<file path="config.mk">
export PLATFORM = sky130hd
export DESIGN_NAME = alu_3bit_flat
export DESIGN_NICKNAME = d
export VERILOG_FILES = /design/src/rtl/alu_pkg.sv /design/src/rtl/alu_3bit_if.sv /design/src/rtl/alu_3bit_core.sv /design/src/rtl/alu_3bit.sv /design/src/flat_wrapper.sv
export SDC_FILE = /design/constraint.sdc
export NUM_CORES = 1
export LEC_CHECK = 0
export CAP_MARGIN = 20
export CORE_MARGIN = 2
export CORE_UTILIZATION = 30
export DETAILED_ROUTE_END_ITERATION = 8
export PLACE_DENSITY = 0.69
export SLEW_MARGIN = 20
export SYNTH_ARGS = -nofsm -noshare
export SYNTH_HDL_FRONTEND = slang
export SYNTH_SLANG_ARGS = --single-unit
</file>
<file path="constraint.sdc">
create_clock -name clk -period 1.3 [get_ports clk]
set_input_delay 0.26 -clock clk [delete_from_list [all_inputs] [get_ports clk]]
set_output_delay 0.26 -clock clk [all_outputs]
set_load 0.05 [all_outputs]
</file>
<file path="src/rtl/alu_pkg.sv">
// Shared types for the registered 3-bit ALU.
//   alu_op_e    : 2-bit opcode (ADD, SUB, AND, OR)
//   alu_flags_t : carry/borrow, sign and zero flags
//   ALU_W       : default operand/result width
package alu_pkg;

  localparam int ALU_W = 3;

  typedef enum logic [1:0] {
    OP_ADD = 2'b00,
    OP_SUB = 2'b01,
    OP_AND = 2'b10,
    OP_OR  = 2'b11
  } alu_op_e;

  typedef struct packed {
    logic cf;
    logic sf;
    logic zf;
  } alu_flags_t;

  // Flag value that goes with a zero result and no carry.
  localparam alu_flags_t FLAGS_RESET = '{cf: 1'b0, sf: 1'b0, zf: 1'b1};

endpackage : alu_pkg

</file>
<file path="src/rtl/alu_3bit_if.sv">
// Bus between the ALU and its producer/consumer.
//   in_valid, A, B, OP : request side, sampled on the clock edge when in_valid=1
//   R, CF, SF, ZF      : registered result and flags
//   out_valid          : high for the one cycle after an accepted request
// master : drives the request and observes the result (testbench / upstream)
// slave  : the ALU itself
interface alu_3bit_if
  import alu_pkg::*;
#(
  parameter int W = ALU_W
);

  logic         in_valid;
  logic [W-1:0] A;
  logic [W-1:0] B;
  logic [1:0]   OP;
  logic [W-1:0] R;
  logic         CF;
  logic         SF;
  logic         ZF;
  logic         out_valid;

  modport master (
    output in_valid, A, B, OP,
    input  R, CF, SF, ZF, out_valid
  );

  modport slave (
    input  in_valid, A, B, OP,
    output R, CF, SF, ZF, out_valid
  );

endinterface : alu_3bit_if

</file>
<file path="src/rtl/alu_3bit_core.sv">
// Combinational ALU datapath: computes the next result and flags from A, B, OP.
//   a_i, b_i : unsigned operands
//   op_i     : opcode
//   r_o      : result, modulo 2^W
//   flags_o  : carry/borrow, sign (MSB of result), zero
module alu_core
  import alu_pkg::*;
#(
  parameter int W = ALU_W
) (
  input  logic [W-1:0] a_i,
  input  logic [W-1:0] b_i,
  input  alu_op_e      op_i,
  output logic [W-1:0] r_o,
  output alu_flags_t   flags_o
);

  logic [W:0] sum;
  logic [W:0] diff;

  // Both operands are zero-extended by one bit, so sum[W] is the carry out
  // and diff[W] is set exactly when the subtraction wraps, i.e. A < B.
  assign sum  = {1'b0, a_i} + {1'b0, b_i};
  assign diff = {1'b0, a_i} - {1'b0, b_i};

  always_comb begin
    // NOTE: every output gets a default first so no path leaves it unassigned
    // and no latch is inferred.
    r_o        = '0;
    flags_o.cf = 1'b0;
    unique case (op_i)
      OP_ADD: begin
        r_o        = sum[W-1:0];
        flags_o.cf = sum[W];
      end
      OP_SUB: begin
        r_o        = diff[W-1:0];
        flags_o.cf = diff[W];
      end
      OP_AND: r_o = a_i & b_i;
      OP_OR:  r_o = a_i | b_i;
      default: ;
    endcase
    flags_o.sf = r_o[W-1];
    flags_o.zf = (r_o == '0);
  end

endmodule : alu_core

</file>
<file path="src/rtl/alu_3bit.sv">
// Registered 3-bit ALU with carry, sign and zero flags, one-cycle latency.
//   clk : rising-edge clock
//   rst : asynchronous active-high reset (release is expected to be synchronous)
//   bus : alu_3bit_if slave modport (in_valid/A/B/OP in, R/CF/SF/ZF/out_valid out)
// Every output comes straight from a flop. Results and flags hold while
// in_valid is low; out_valid pulses for one cycle per accepted request.
module alu_3bit
  import alu_pkg::*;
#(
  parameter int W = ALU_W
) (
  input  logic        clk,
  input  logic        rst,
  alu_3bit_if.slave   bus
);

  logic [W-1:0] r_d;
  logic [W-1:0] r_q;
  alu_flags_t   flags_d;
  alu_flags_t   flags_q;
  logic         valid_q;

  alu_core #(.W(W)) u_core (
    .a_i     (bus.A),
    .b_i     (bus.B),
    .op_i    (alu_op_e'(bus.OP)),
    .r_o     (r_d),
    .flags_o (flags_d)
  );

  // NOTE: sequential state uses non-blocking assignments so every flop
  // samples pre-edge values regardless of statement order.
  always_ff @(posedge clk or posedge rst) begin
    if (rst) begin
      r_q     <= '0;
      flags_q <= FLAGS_RESET;
      valid_q <= 1'b0;
    end else begin
      valid_q <= bus.in_valid;
      if (bus.in_valid) begin
        r_q     <= r_d;
        flags_q <= flags_d;
      end
    end
  end

  assign bus.R         = r_q;
  assign bus.CF        = flags_q.cf;
  assign bus.SF        = flags_q.sf;
  assign bus.ZF        = flags_q.zf;
  assign bus.out_valid = valid_q;

endmodule : alu_3bit

</file>
<file path="src/flat_wrapper.sv">
// flat-port wrapper written by rule: the top's interface ports become plain ports
module alu_3bit_flat import alu_pkg::*;
#(
  parameter int W = ALU_W
)
  (clk, rst, bus_in_valid, bus_A, bus_B, bus_OP, bus_R, bus_CF, bus_SF, bus_ZF, bus_out_valid);
  alu_3bit_if #(.W(W)) bus_i ();
  input  logic clk;
  input  logic rst;
  input wire logic [$bits(bus_i.in_valid)-1:0] bus_in_valid;
  input wire logic [$bits(bus_i.A)-1:0] bus_A;
  input wire logic [$bits(bus_i.B)-1:0] bus_B;
  input wire logic [$bits(bus_i.OP)-1:0] bus_OP;
  output wire logic [$bits(bus_i.R)-1:0] bus_R;
  output wire logic [$bits(bus_i.CF)-1:0] bus_CF;
  output wire logic [$bits(bus_i.SF)-1:0] bus_SF;
  output wire logic [$bits(bus_i.ZF)-1:0] bus_ZF;
  output wire logic [$bits(bus_i.out_valid)-1:0] bus_out_valid;
  assign bus_i.in_valid = bus_in_valid;
  assign bus_i.A = bus_A;
  assign bus_i.B = bus_B;
  assign bus_i.OP = bus_OP;
  assign bus_R = bus_i.R;
  assign bus_CF = bus_i.CF;
  assign bus_SF = bus_i.SF;
  assign bus_ZF = bus_i.ZF;
  assign bus_out_valid = bus_i.out_valid;
  alu_3bit #(.W(W)) u_core (.clk(clk), .rst(rst), .bus(bus_i));
endmodule
</file>
==> run metrics <==
cell count after placement=114; CTS tree=yes; post-synthesis cell area=534 sq um; Cell variety after synth=23; initial core utilization=about 31%; vias per inst=roughly 4.3; crit start category=input port; switching pwr=~340 uW; clock period minus worst slack=around 1.8 ns; gr usage total=~15%; Tightest Pin Transition=~0.31 ns; CP Launch Point=bus_A[0]; Commonest cells post-synth=inv_1, ha_1, dfrtp_1, nor2_1; Critical Path, Cell by Cell=buf_6 -> buf_6 -> inv_12 -> ha_4 -> inv_2 -> fa_2 -> xnor2_1 -> mux4_2 -> mux2_4; Max clock buf depth=2; Seq pwr share=26.0%; kind of critical path=in2reg; wire per inst=11.1 um; clock share of power=about a fifth; end point of the critical path=u_core.bus.SF; Worst Path Buf+Inv=4; pin count of the biggest net entering global routing=9; Clock Skew=0 ns; slowest CP cell=mux4_2; clock buffer count from CTS=3; critical path depth=9; 1st-pass router iterations=3; RSZ-0062 raised after global routing=yes; mean area per synthesized cell=9.54 sq um; P_leak=0.505 nW; GR Overflow Total=0; Required @ worst endpoint=about 1.4 ns; CTS root buffer=clkbuf_4; CTS clk-pin slew, worst paths=0.05 ns; Detail Route Antenna Nets=0; first-pass GRT wire length=around 2200 um; H-Tree Depth=1; final slew viol count=0; HPWL Detailed=roughly 1100 um; die area=2130 sq um; area delta synth->final=105%; Tcrit/Tclk final=135%; CTS sink count=6; cell depth of the worst flop-to-flop path=1; max-cap violations=0; Cells after Synth=56; die width=around 46 um; Mapped Nets=78; flops & latches, synth=6; hold crit path type=in2async; maximum fanout along the worst path=2; power density over the cells=around 870 nW/um^2; vias in the first global route=approximately 550; Initial DRC Count=2; Final WS setup=-0.460 ns; Reg2Reg Launch Point=u_core.bus.SF; top post-synthesis cells by area=dfrtp_1, ha_1, inv_1; leading area contributor after synthesis=dfrtp_1; reg2reg setup slack=0.45 ns; share of cells above drive strength 1=between 60% and 70%; Vias=520; number of buffers added on ports=17; Routability Congestion=0.845; EDFF count, synth=0; Rel. slew slack=about four fifths; Setup crit end kind=flop; Synth async-reset ratio=100%; Post-Layout Cell Count=approximately 120; top-count cell post-synth=inv_1; Synth top area share=between 20% and 30%; Die Ht=roughly 46 um; final core occ=about 64%; CP top delay family=multiplexers; Core Box Area=about 1700 sq um; Worst-Skew Late Latency=roughly 0.24 ns; Final Net Count=around 120; data arrival time of the critical path=1.89 ns; CP dominant cell by count=buf_6; Synth Flop Type=dfrtp_1; drt total wl=1340 um; outcome=finished, violations left; antenna cells=0; row count=15; Synth Warn #=0; Sw Share=a little over a third; initial antenna violation count=0; failing checks=setup timing; final hold violation count=0; reg2reg end=u_core.bus.SF; Gate power share=between 50% and 60%; maximum vdd drop=409 uV; fmax=568 MHz; internal power=between 600 and 700 uW; register area share after synthesis=around 28%; # hold bufs at CTS=0; DRC=0; I/O pin count=18; slowest stage delay, CP=roughly 0.48 ns; pre-CTS setup slack=-1.11 ns; final setup vio count=3
## sequential cells by signal (all words and copies together) (netlist names)
register	cells
u_core.bus.ZF	1
u_core.bus.out_valid	1
u_core.bus.CF	1
u_core.bus.R	2
u_core.bus.SF	1
## power groups by stage
stage	logic, mW	clock network (mW)	registers (mW)
after floorplan	0.154	0	0.319
after global placement	0.463	0	0.250
after detailed placement	0.477	0	0.250
after CTS	0.509	0.191	0.248
after global routing	0.546	0.205	0.249
final	0.515	0.189	0.247
## logic make-up (layout without fill, tap and decap cells)
family / count (synthesis) / in the layout / synth area share [%]
AOI/OAI and AO/OA: 10 / 10 / 12.6
xor gates and xnor gates: 2 / 2 / 3.28
adders and majority gates: 11 / 11 / 28.6
buffers and inverters: 14 / 54 / 10.5
DFF: 6 / 6 / 28.3
muxes: 3 / 3 / 8.43
and+or+nand+nor: 10 / 10 / 8.20
## cells in the final DEF, fill, tap and decap left out, drive strengths merged
cell type | synthesis | final
buf | 1 | 33
inv | 11 | 11
ha | 9 | 9
clkbuf | 2 | 6
dfrtp | 5 | 5
nor2 | 5 | 5
nand2 | 2 | 2
o211ai | 2 | 2
a21oi | 2 | 2
mux2 | 2 | 2
xnor2 | 2 | 2
fa | 2 | 2
clkdlybuf4s50 | 0 | 2
dlygate4sd2 | 0 | 2
nand2b | 1 | 1
nand3 | 1 | 1
o21a | 1 | 1
o21ai | 1 | 1
a211oi | 1 | 1
mux4 | 1 | 1
o32ai | 1 | 1
a21o | 1 | 1
or3 | 1 | 1
a31oi | 1 | 1
dfstp | 1 | 1
## final cells by class
type,instances,area [sq um]
clock buffers,4,26.3
fillers,138,613
inverters,11,61.3
multi-input cells,36,412
flip-flops and latches,6,151
well taps,25,31.3
repair buffers,39,413
## routing by layer
metal  track usage, %  wire, um  vias to the layer above
met3             1.57        43                        2
met2             29.4       779                       13
li1                 -         -                      261
met5                0         0                        -
met4             10.3        22                        0
met1             15.3       494                      244
## how the worst min path moves through the flow
stage / startpoint / endpoint / slack [ns]
floorplan: rst / u_core.bus.CF / 0.05
global placement: rst / u_core.bus.R[1] / 0.49
detailed placement: rst / u_core.bus.out_valid / 0.49
CTS: rst / u_core.bus.out_valid / 0.24
global route: rst / u_core.bus.out_valid / 0.26
finish: rst / u_core.bus.CF / 0.23
## metrics by stage
stage	total power [mW]	instance area [sq um]	TNS [ns]	hold slack [ns]
global route	1.00	1090	-1.36	0.256
finish	0.950	1090	-1.18	0.229
detailed placement	0.727	983	-4.43	0.494
CTS	0.947	1080	-1.25	0.238
floorplan	0.473	584	-1.09	0.0502
global placement	0.713	983	-4.14	0.488
## timing repair
item,4_1_cts,5_1_grt
pin swaps,14,9
buffers inserted,3,1
endpoints found under the hold margin,0,0
endpoints found under the setup margin,5,5
gates resized for setup,41,8
No activity file was read; power rests on OpenSTA's default activity.
